===== src/rtl/poly_loader.sv =====
// poly_loader: reduces a stream of 24-bit coefficients mod Q and packs them four per 96-bit BRAM word
module poly_loader #(
  parameter int Q = 8380417,
  parameter int NUM_WORDS = 64
) (
  input  logic        clk,
  input  logic        rst,
  input  logic        start,
  output logic        busy,
  output logic        done,
  input  logic        s_valid,
  input  logic [23:0] s_data,
  output logic        s_ready,
  output logic [5:0]  addrb,
  output logic        web,
  output logic [95:0] dib
);
  typedef enum logic [1:0] {IDLE, LOAD, FLUSH, DONE} state_t;
  localparam logic [7:0] LAST = 8'(4 * NUM_WORDS - 1);
  localparam logic [23:0] QW = 24'(Q);
  state_t state_q, state_d;
  logic [7:0] cnt_q, cnt_d;
  logic [2:0][23:0] lane_q, lane_d;
  logic web_q, web_d;
  logic [5:0] addrb_q, addrb_d;
  logic [95:0] dib_q, dib_d;
  logic xfer;
  logic [23:0] red;
  always_comb begin
    xfer = state_q == LOAD && s_valid;
    red = s_data >= QW ? s_data - QW : s_data;
    state_d = state_q;
    cnt_d = cnt_q;
    lane_d = lane_q;
    web_d = 1'b0;
    addrb_d = addrb_q;
    dib_d = dib_q;
    if (start && (state_q == IDLE || state_q == DONE)) begin
      state_d = LOAD;
      cnt_d = '0;
    end else if (state_q == FLUSH) state_d = DONE;
    else if (state_q == DONE) state_d = IDLE;
    // lanes shift down so coefficient 0 of a word ends up in the low slot
    if (xfer) begin
      cnt_d = cnt_q + 8'd1;
      lane_d = {red, lane_q[2:1]};
      web_d = cnt_q[1:0] == 2'd3;
      addrb_d = web_d ? cnt_q[7:2] : addrb_q;
      dib_d = web_d ? {red, lane_q} : dib_q;
      if (cnt_q == LAST) state_d = FLUSH;
    end
  end
  always_ff @(posedge clk) begin
    if (rst) begin
      state_q <= IDLE;
      cnt_q <= '0;
      lane_q <= '0;
      web_q <= 1'b0;
      addrb_q <= '0;
      dib_q <= '0;
    end else begin
      state_q <= state_d;
      cnt_q <= cnt_d;
      lane_q <= lane_d;
      web_q <= web_d;
      addrb_q <= addrb_d;
      dib_q <= dib_d;
    end
  end
  assign busy = state_q != IDLE;
  assign done = state_q == DONE;
  assign s_ready = state_q == LOAD;
  assign web = web_q;
  assign addrb = addrb_q;
  assign dib = dib_q;
endmodule


===== config.mk =====
export PLATFORM = sky130hd
export DESIGN_NAME = poly_loader
export DESIGN_NICKNAME = d
export VERILOG_FILES = /design/src/rtl/poly_loader.sv
export SDC_FILE = /design/constraint.sdc
export NUM_CORES = 1
export LEC_CHECK = 0
export CORE_MARGIN = 2
export CORE_UTILIZATION = 52
export CTS_CLUSTER_SIZE = 28
export DETAILED_ROUTE_END_ITERATION = 12
export PLACE_DENSITY_LB_ADDON = 0.3
export SLEW_MARGIN = 20
export SYNTH_ARGS = -nofsm -noshare
export SYNTH_HDL_FRONTEND = slang
export SYNTH_SLANG_ARGS = --single-unit

===== constraint.sdc =====
create_clock -name clk -period 2.8 [get_ports clk]
set_input_delay 0.7 -clock clk [delete_from_list [all_inputs] [get_ports clk]]
set_output_delay 0.7 -clock clk [all_outputs]
set_load 0.01 [all_outputs]

==> impl_metrics.env, run 1 <==
export IMPL_clk_path_buf_depth=2
export IMPL_pin_count=134
export IMPL_drc=0
export IMPL_syn_area_per_cell_um2=8.347
export IMPL_grt_max_degree=89
export IMPL_syn_nets=890
export IMPL_drt_total_wl_um=16450
export IMPL_reg2reg_slack_ns=1.01
export IMPL_multi_input_area_um2=3084
export IMPL_dieArea_um2=14680
export IMPL_cts_setup_buffers=0
export IMPL_synthToLayoutAreaGrowth_pct=29.12
export IMPL_wl_per_cell_um=14.18
export IMPL_crit_path_end_kind="register"
export IMPL_nNetsFinal=1006
export IMPL_initial_core_util=0.5347
export IMPL_endpoint="dib[91]$_SDFFE_PP0P_"
export IMPL_layout_setup_ws_ns=0.4263
export IMPL_finalCriticalPeriod_ns=2.374
export IMPL_fin_area_um2=9215
export IMPL_ys_types=44
export IMPL_synth_edf_count=0
export IMPL_fp_row_count=42
export IMPL_cp_start_kind="primary input"
export IMPL_ant_nets=0
export IMPL_worstSkewPairLatency_ns=0.43
export IMPL_ys_seq_elements=185
export IMPL_seq_area_um2=3704
export IMPL_vias_per_cell=5.273
export IMPL_place_congestion=0.9298
export IMPL_dieHeight_um=121.2
export IMPL_cellLeakagePower_uw=0.002996
export IMPL_cp_max_fo=7
export IMPL_crit_reg2reg_capture="dib[0]$_SDFFE_PP0P_"
export IMPL_grt_overflow_total=0
export IMPL_grt_setup_unrepaired="false"
export IMPL_max_slew_worst_pin_slew_ns=0.6167
export IMPL_vias=6117
export IMPL_setup_viol_count_final=0
export IMPL_hold_path_class="reg2reg"
export IMPL_die_w_um=121.2
export IMPL_clk_pin_slew_ns=0.07
export IMPL_drt_iter0_drc=493
export IMPL_drive_gt1_frac=0.07825
export IMPL_ir_drop_uv=450.0
export IMPL_antenna_found_initial=0
export IMPL_ys_seq_area_frac=0.5189
export IMPL_async_reset_ff_frac=0
export IMPL_stdcell_count=1160
export IMPL_slew_violations=0
export IMPL_powerDensity_nw_per_um2=570.6
export IMPL_dp_cells=1128
export IMPL_grt_pass1_vias=5411
export IMPL_placed_cell_area_um2=8643
export IMPL_fillers=1132
export IMPL_reg2reg_depth=6
export IMPL_h_tree_depth=4
export IMPL_clock_sinks=185
export IMPL_coreArea_um2=13350
export IMPL_antennaDiodeCount=0
export IMPL_timing_hold_ws_ns=0.4511
export IMPL_ys_warnings_count=0
export IMPL_clock_fmax_mhz=421.3
export IMPL_cts_hold_fix_buffers=0
export IMPL_r2r_start="state_q[1]$_SDFF_PP0_"
export IMPL_dp_slack_ns=-0.02335
export IMPL_cts_tree="yes"
export IMPL_grt_pass1_wl_um=26930
export IMPL_cts_buffers=17
export IMPL_numPortBuffers=133
export IMPL_drt_pass1_iterations=5
export IMPL_worstPathArrival_ns=2.72
export IMPL_fin_skew_ns=0.008538
export IMPL_synth_top_flop_cell="dfxtp_1"
export IMPL_syn_inst=855
export IMPL_post_cts_resized=0
export IMPL_setup_tns_ns=0
export IMPL_cap_violations=0
export IMPL_run_status="complete, no violations"
export IMPL_grt_usage=0.2299
export IMPL_required_ns=3.15
export IMPL_hold_violations=0
export IMPL_cp_startpoint="s_data[0]"
export IMPL_fin_crit_sh=0.8478
export IMPL_path_class="in2reg"
export IMPL_slew_headroom=0.5889
export IMPL_root_buffer="clkbuf_16"
export IMPL_synth_area_um2=7137
export IMPL_post_dp_hpwl_um=10940
[layout by cell type, fill, tap and decap left out, types with 2 or more instances in the layout]
cell / instances
nor4_4: 4
o31ai_1: 2
nand4_1: 9
buf_4: 24
xnor2_1: 15
clkbuf_16: 17
o211ai_1: 2
nor2_1: 52
or3_1: 5
inv_1: 6
buf_12: 5
a41oi_1: 2
a21oi_1: 131
nand3b_1: 4
nand3_1: 13
dfxtp_1: 185
clkdlybuf4s50_1: 132
clkinv_4: 3
and3_1: 2
bufinv_16: 2
nand2_2: 2
nor3_1: 14
nand2_1: 259
clkinv_2: 7
nor4_1: 3
nor4_2: 2
xor2_1: 10
and4_2: 2
a211oi_1: 42
ha_1: 7
[through the flow]
stage	utilization	total power, uW
5_1_grt	0.6904	5448
6_report	0.6904	5258
3_3_place_gp	0.6475	3019
4_1_cts	0.6904	5294
2_1_floorplan	-	2905
3_5_place_dp	0.6475	3023
[Yosys cell counts, types with 4 or more instances]
master | count | area share
or3_1 | 5 | 0.0044
xor2_1 | 10 | 0.012
a211oi_1 | 42 | 0.044
a21oi_1 | 131 | 0.092
nor4_4 | 4 | 0.012
clkbuf_8 | 5 | 0.0096
buf_6 | 5 | 0.0079
clkbuf_1 | 51 | 0.027
dfxtp_1 | 185 | 0.52
xnor2_1 | 15 | 0.018
nand4_1 | 9 | 0.0079
nand3b_1 | 4 | 0.0042
ha_1 | 7 | 0.012
nand2_1 | 260 | 0.14
nor3_1 | 14 | 0.0098
inv_1 | 6 | 0.0032
nand3_1 | 13 | 0.0091
nor2_1 | 52 | 0.027
[sequential cells by signal, indices dropped and copies added, names as in the netlist]
register / cells
dib: 96
web: 1
lane_q: 72
addrb: 6
state_q: 2
cnt_q: 8
[final cells by class]
| cell class | instances | share of cell area |
|---|---|---|
| flip-flops and latches | 185 | 0.4019 |
| multi-input cells | 599 | 0.3347 |
| repair buffers | 162 | 0.1750 |
| clock buffers | 19 | 0.04807 |
| well taps | 176 | 0.02390 |
| clock inverters | 13 | 0.01399 |
| inverters | 6 | 0.002444 |
[logic make-up (layout without fill, tap and decap cells)]
group           Yosys count  count (layout)  synth area share
compound gates          185             185            0.1522
xor+xnor                 25              25           0.03068
fa+ha+maj                 7               7           0.01227
buf+inv                  71             200           0.05031
flops                   185             185            0.5189
mux                       1               1          0.001403
simple gates            381             381            0.2342
[worst max-delay path, stage by stage]
cell and delay, ns:
clkdlybuf4s50_1 0.50, inv_1 0.06, ha_1 0.21, nor3b_2 0.17
and4_2 0.27, nor4_1 0.40, xnor2_1 0.17, a211oi_1 0.24
[how the worst min path moves through the flow]
stage | start | end | slack [ns] | depth (start not counted)
final | lane_q[4]$_SDFFE_PP0P_ | dib[4]$_SDFFE_PP0P_ | 0.45 | 2
after global routing | lane_q[11]$_SDFFE_PP0P_ | dib[11]$_SDFFE_PP0P_ | 0.47 | 2
after CTS | lane_q[15]$_SDFFE_PP0P_ | dib[15]$_SDFFE_PP0P_ | 0.45 | 2
after detailed placement | lane_q[15]$_SDFFE_PP0P_ | dib[15]$_SDFFE_PP0P_ | 0.44 | 2
after global placement | lane_q[21]$_SDFFE_PP0P_ | dib[21]$_SDFFE_PP0P_ | 0.44 | 2
after floorplan | lane_q[0]$_SDFFE_PP0P_ | dib[0]$_SDFFE_PP0P_ | 0.43 | 2
[per-layer routing]
metal,wire [um],vias up,part of all wire,track usage
met5,0,-,0,0
met2,7186,173,0.44,0.3315
li1,-,3118,-,-
met4,357,0,0.022,0.09483
met1,8098,2795,0.49,0.3401
met3,803,31,0.049,0.03900
[report_power, final]
| group | switching, uW | total [uW] | internal, uW |
|---|---|---|---|
| combinational | 166 | 276 | 110 |
| clock | 964 | 2290 | 1330 |
| sequential | 27.9 | 2690 | 2660 |
| total | 1160 | 5260 | 4100 |
Power figures use the tool's default switching activity.
==> run 2, diff against run 1 <==
--- a/config.mk
+++ b/config.mk
@@ -6,7 +6,7 @@
 export NUM_CORES = 1
 export LEC_CHECK = 0
 export CORE_MARGIN = 2
-export CORE_UTILIZATION = 52
+export CORE_UTILIZATION = 47
 export CTS_CLUSTER_SIZE = 28
 export DETAILED_ROUTE_END_ITERATION = 12
 export PLACE_DENSITY_LB_ADDON = 0.3
==> constraint.sdc (replaced) <==
create_clock -name clk -period 2.1 [get_ports clk]
set_input_delay 0.525 -clock clk [delete_from_list [all_inputs] [get_ports clk]]
set_output_delay 0.525 -clock clk [all_outputs]
set_load 0.01 [all_outputs]
==> run 2 against run 1 <==
Worst setup slack lost 0.42 ns. Sequential power is 33% higher. Wire length grew 4.7%. Critical path depth increased by 1. Worst hold slack barely moved. Largest cell class unchanged. Critical endpoint is now dib[73]$_SDFFE_PP0P_. Largest power group unchanged.
==> impl_metrics.env, run 2 (same netlist as run 1, synthesis figures left out) <==
export IMPL_multi_input_area_um2=3223
export IMPL_reg2reg_slack_ns=0.36
export IMPL_fin_skew_ns=0.008590
export IMPL_post_dp_hpwl_um=11480
export IMPL_final_cell_mix="259 x nand2_1, 185 x dfxtp_1, 130 x a21oi_1, 128 x clkdlybuf4s50_1, 53 x buf_4"
export IMPL_crit_path_end_kind="register"
export IMPL_clk_pin_slew_ns=0.06
export IMPL_clock_sinks=185
export IMPL_antennaDiodeCount=0
export IMPL_cp_start_kind="primary input"
export IMPL_slew_violations=0
export IMPL_largest_reg_flops=96
export IMPL_numPortBuffers=133
export IMPL_cp_startpoint="s_data[1]"
export IMPL_grt_setup_unrepaired="true"
export IMPL_clock_fmax_mhz=478.4
export IMPL_grt_usage=0.2106
export IMPL_grt_pass1_wl_um=27790
export IMPL_slew_headroom=0.6653
export IMPL_ir_drop_uv=648.4
export IMPL_cp_max_fo=7
export IMPL_timing_hold_ws_ns=0.4515
export IMPL_synthToLayoutAreaGrowth_pct=35.82
export IMPL_setup_viol_count_final=0
export IMPL_h_tree_depth=4
export IMPL_path_class="in2reg"
export IMPL_seq_area_um2=3704
export IMPL_clk_path_buf_depth=2
export IMPL_grt_pass1_vias=5484
export IMPL_pin_count=134
export IMPL_drt_total_wl_um=17210
export IMPL_dieArea_um2=16190
export IMPL_worstPathArrival_ns=2.42
export IMPL_dieHeight_um=127.2
export IMPL_initial_core_util=0.4747
export IMPL_placed_cell_area_um2=8941
export IMPL_hold_path_class="reg2reg"
export IMPL_grt_overflow_total=0
export IMPL_drive_gt1_frac=0.1295
export IMPL_finalCriticalPeriod_ns=2.090
export IMPL_crit_reg2reg_capture="lane_q[66]$_SDFFE_PP0P_"
export IMPL_drt_pass1_iterations=4
export IMPL_vias=6200
export IMPL_root_buffer="clkbuf_16"
export IMPL_reg2reg_depth=6
export IMPL_fp_row_count=45
export IMPL_hold_violations=0
export IMPL_worstSkewPairLatency_ns=0.42
export IMPL_die_w_um=127.2
export IMPL_max_slew_worst_pin_slew_ns=0.5010
export IMPL_mostFrequentLayoutCell="nand2_1"
export IMPL_r2r_start="state_q[1]$_SDFF_PP0_"
export IMPL_place_congestion=0.8478
export IMPL_cap_violations=0
export IMPL_nNetsFinal=1041
export IMPL_antenna_found_initial=0
export IMPL_required_ns=2.43
export IMPL_fin_crit_sh=0.9953
export IMPL_drc=0
export IMPL_total_power_uw=7174
export IMPL_cts_tree="yes"
export IMPL_cellLeakagePower_uw=0.003240
export IMPL_drt_iter0_drc=447
export IMPL_ant_nets=0
export IMPL_fillers=1346
export IMPL_coreArea_um2=15030
export IMPL_endpoint="dib[73]$_SDFFE_PP0P_"
export IMPL_vias_per_cell=5.137
export IMPL_wl_per_cell_um=14.26
export IMPL_cts_hold_fix_buffers=0
export IMPL_run_status="complete, no violations"
export IMPL_grt_max_degree=63
export IMPL_fin_area_um2=9693
export IMPL_cts_buffers=17
export IMPL_powerDensity_nw_per_um2=740.2
[run 2: metal layers]
| layer | up-vias | GRT usage | wire length (um) |
|---|---|---|---|
| met5 | - | 0 | 0 |
| met4 | 0 | 0.05236 | 172 |
| met3 | 12 | 0.04606 | 823 |
| met2 | 170 | 0.3068 | 7477 |
| met1 | 2849 | 0.3174 | 8739 |
| li1 | 3169 | - | - |
[run 2: cell type report]
type | instances | area share
sequential | 185 | 0.3821
clock buffer | 22 | 0.04789
timing repair buffer | 197 | 0.1988
multi-input combinational | 599 | 0.3325
inverter | 6 | 0.002323
tap | 188 | 0.02427
clock inverter | 10 | 0.01213
[run 2: metrics by stage]
step	TNS, ns	instances	utilization	setup slack (ns)
global placement	-16.86	1172	0.5948	-0.4383
global route	-0.7580	1207	0.6448	-0.08038
detailed placement	-18.88	1172	0.5948	-0.4819
CTS	0	1204	0.6347	0.0007090
finish	0	1207	0.6448	0.009851
floorplan	0	855	-	0.04204
[run 2: report_power, final]
group / internal [uW] / total (uW) / switching, uW / leakage (uW)
registers: 3550 / 3590 / 37.6 / 0.00149
clock network: 1820 / 3150 / 1320 / 0.000285
logic: 196 / 443 / 247 / 0.00146
total: 5570 / 7170 / 1610 / 0.00324
[run 2: worst min-delay path by stage]
stage	to	slack, ns	depth (start not counted)	startpoint
2_1_floorplan	dib[0]$_SDFFE_PP0P_	0.43	2	lane_q[0]$_SDFFE_PP0P_
3_3_place_gp	dib[17]$_SDFFE_PP0P_	0.44	2	lane_q[17]$_SDFFE_PP0P_
3_5_place_dp	dib[17]$_SDFFE_PP0P_	0.44	2	lane_q[17]$_SDFFE_PP0P_
4_1_cts	dib[17]$_SDFFE_PP0P_	0.45	2	lane_q[17]$_SDFFE_PP0P_
5_1_grt	lane_q[2]$_SDFFE_PP0P_	0.47	2	lane_q[2]$_SDFFE_PP0P_
6_report	dib[9]$_SDFFE_PP0P_	0.45	2	lane_q[9]$_SDFFE_PP0P_
[run 2: what timing repair did]
action,4_1_cts,5_1_grt
gates resized for setup,7,26
pin swaps,1,17
setup buffers,0,3
setup endpoints to repair,9,44
[run 2: critical path, cell delays in order]
cell             delay [ns]
clkdlybuf4s50_1        0.42
inv_1                  0.09
ha_2                   0.17
nor3b_4                0.24
nand4_1                0.33
nand2_1                0.16
o22ai_1                0.12
buf_4                  0.16
o31ai_1                0.20
==> run 3, diff against run 2 <==
--- a/config.mk
+++ b/config.mk
@@ -5,6 +5,7 @@
 export SDC_FILE = /design/constraint.sdc
 export NUM_CORES = 1
 export LEC_CHECK = 0
+export ABC_CLOCK_PERIOD_IN_PS = 1750
 export CORE_MARGIN = 2
 export CORE_UTILIZATION = 47
 export CTS_CLUSTER_SIZE = 28
==> constraint.sdc (replaced) <==
create_clock -name clk -period 1.75 [get_ports clk]
set_input_delay 0.4375 -clock clk [delete_from_list [all_inputs] [get_ports clk]]
set_output_delay 0.4375 -clock clk [all_outputs]
set_load 0.01 [all_outputs]
==> run 3 against run 2 <==
Clock-buffer cell count is 3 lower. Utilization is 1.7 points higher. Sequential power is 20% higher. Register-to-register slack worse by 0.18 ns. Clock power is 24% higher. Cell area is 2.7% higher. Total power is 22% higher. Die area stayed put. Wire length is 3.5% higher. Worst hold slack worse by 0.11 ns. Non-clock buffer count is 15 higher. Critical path type is now reg2out. Largest cell class unchanged.
==> impl_metrics.env, run 3 (same netlist as run 1, synthesis figures left out) <==
export IMPL_critPathMaxStageDelay_ns=0.52
export IMPL_dieHeight_um=127.2
export IMPL_vias=6349
export IMPL_h_tree_depth=4
export IMPL_final_core_util=0.6621
export IMPL_cts_buffers=17
export IMPL_setup_viol_count_final=0
export IMPL_max_slew_worst_pin_slew_ns=0.3010
export IMPL_antenna_found_initial=0
export IMPL_nNetsFinal=1056
export IMPL_cp_start_kind="register"
export IMPL_total_power_uw=8772
export IMPL_cellLeakagePower_uw=0.004221
export IMPL_coreArea_um2=15030
export IMPL_reg2reg_slack_ns=0.18
export IMPL_worstSkewPairLatency_ns=0.43
export IMPL_fillers=1259
export IMPL_hp_start="rst"
export IMPL_cp_top_family="buffers and inverters"
export IMPL_numPortBuffers=133
export IMPL_r2r_start="state_q[1]$_SDFF_PP0_"
export IMPL_cts_hold_fix_buffers=0
export IMPL_hold_path_class="in2reg"
export IMPL_finalCriticalPeriod_ns=1.705
export IMPL_drt_total_wl_um=17810
export IMPL_clk_path_buf_depth=2
export IMPL_hold_violations=0
export IMPL_path_class="reg2out"
export IMPL_run_status="complete, no violations"
export IMPL_crit_path_end_kind="output port"
export IMPL_clk_pin_slew_ns=0.07
export IMPL_fp_row_count=45
export IMPL_post_dp_hpwl_um=11490
export IMPL_critPathSlowestCell="clkdlybuf4s50_1"
export IMPL_slew_headroom=0.7986
export IMPL_drive_gt1_frac=0.1567
export IMPL_grt_pass1_wl_um=29080
export IMPL_grt_max_degree=64
export IMPL_dieArea_um2=16190
export IMPL_worstPathArrival_ns=1.27
export IMPL_drt_iter0_drc=524
export IMPL_drt_pass1_iterations=5
export IMPL_mostFrequentLayoutCell="nand2_1"
export IMPL_grt_overflow_total=0
export IMPL_antennaDiodeCount=0
export IMPL_cp_startpoint="web$_SDFF_PP0_"
export IMPL_required_ns=1.31
export IMPL_place_congestion=0.8473
export IMPL_fin_skew_ns=0.007427
export IMPL_pin_count=134
export IMPL_fin_crit_sh=0.9745
export IMPL_powerDensity_nw_per_um2=881.3
export IMPL_placed_cell_area_um2=9115
export IMPL_clock_fmax_mhz=586.4
export IMPL_crit_chain="clkdlybuf4s50_1"
export IMPL_wl_per_cell_um=14.57
export IMPL_die_w_um=127.2
export IMPL_crit_buf_inv=1
export IMPL_ir_drop_uv=710.4
export IMPL_initial_core_util=0.4747
export IMPL_ant_nets=0
export IMPL_grt_usage=0.2208
export IMPL_drc=0
export IMPL_fin_area_um2=9953
export IMPL_root_buffer="clkbuf_16"
export IMPL_timing_hold_ws_ns=0.3381
export IMPL_cts_tree="yes"
export IMPL_final_cell_mix="258 x nand2_1, 183 x dfxtp_1, 131 x a21oi_1, 96 x dlygate4sd2_1, 55 x buf_4"
export IMPL_synthToLayoutAreaGrowth_pct=39.46
export IMPL_slew_violations=0
export IMPL_cap_violations=0
export IMPL_grt_pass1_vias=5721
export IMPL_clock_sinks=185
export IMPL_cp_max_fo=1
export IMPL_largest_reg_flops=96
export IMPL_vias_per_cell=5.196
-- run 3: final timing paths --
check                          endpoint  cells after the start
setup / recovery                    web                      1
hold / removal    state_q[1]$_SDFF_PP0_                      2
setup reg to reg   dib[27]$_SDFFE_PP0P_                      7
hold reg to reg     dib[2]$_SDFFE_PP0P_                      2
-- run 3: what timing repair did --
item                       4_1_cts  5_1_grt
setup endpoints to repair      130       66
pin swaps                       29       13
gates resized for setup        130       48
setup buffers                   10        4
cloned                           1        0
-- run 3: layout make-up --
class                   count  area [um2]  share of cell area
flip-flops and latches    185        3706              0.3723
inverters                   6       37.54            0.003771
multi-input cells         599        3302              0.3317
clock inverters            13       170.2             0.01710
well taps                 188       235.2             0.02363
repair buffers            212        2069              0.2079
clock buffers              19       432.9             0.04349
-- run 3: per-stage QoR --
step                      setup slack (ns)   TNS [ns]  cells
after CTS                        0.0003620          0   1218
after global routing             -0.001739  -0.002488   1222
after global placement             -0.7326     -38.44   1175
final                              0.04455          0   1222
after floorplan                   -0.06640     -3.369    855
after detailed placement           -0.7711     -39.61   1175
-- run 3: per-layer routing --
metal / wire [um] / part of all wire / vias up / global-route usage
li1: - / - / 3202 / -
met1: 8814 / 0.49 / 2949 / 0.3277
met2: 7929 / 0.45 / 181 / 0.3219
met3: 827 / 0.046 / 17 / 0.04271
met4: 236 / 0.013 / 0 / 0.07434
met5: 0 / 0 / - / 0
-- run 3: worst reg2reg max path: cells and delay by family (launching register included) --
| family | cells | cell delay (ns) |
|---|---|---|
| flip-flops | 1 | 0.34 |
| AO/OA/AOI/OAI | 1 | 0.19 |
| adder cells (fa/ha/maj) | 1 | 0.18 |
| buffers and inverters | 2 | 0.34 |
| AND/OR/NAND/NOR | 3 | 0.44 |
-- run 3: where the power goes --
part	total (uW)	internal (uW)	switching [uW]
registers	4310	4260	46.8
logic	567	255	312
clock network	3900	2260	1640
total	8770	6770	2000
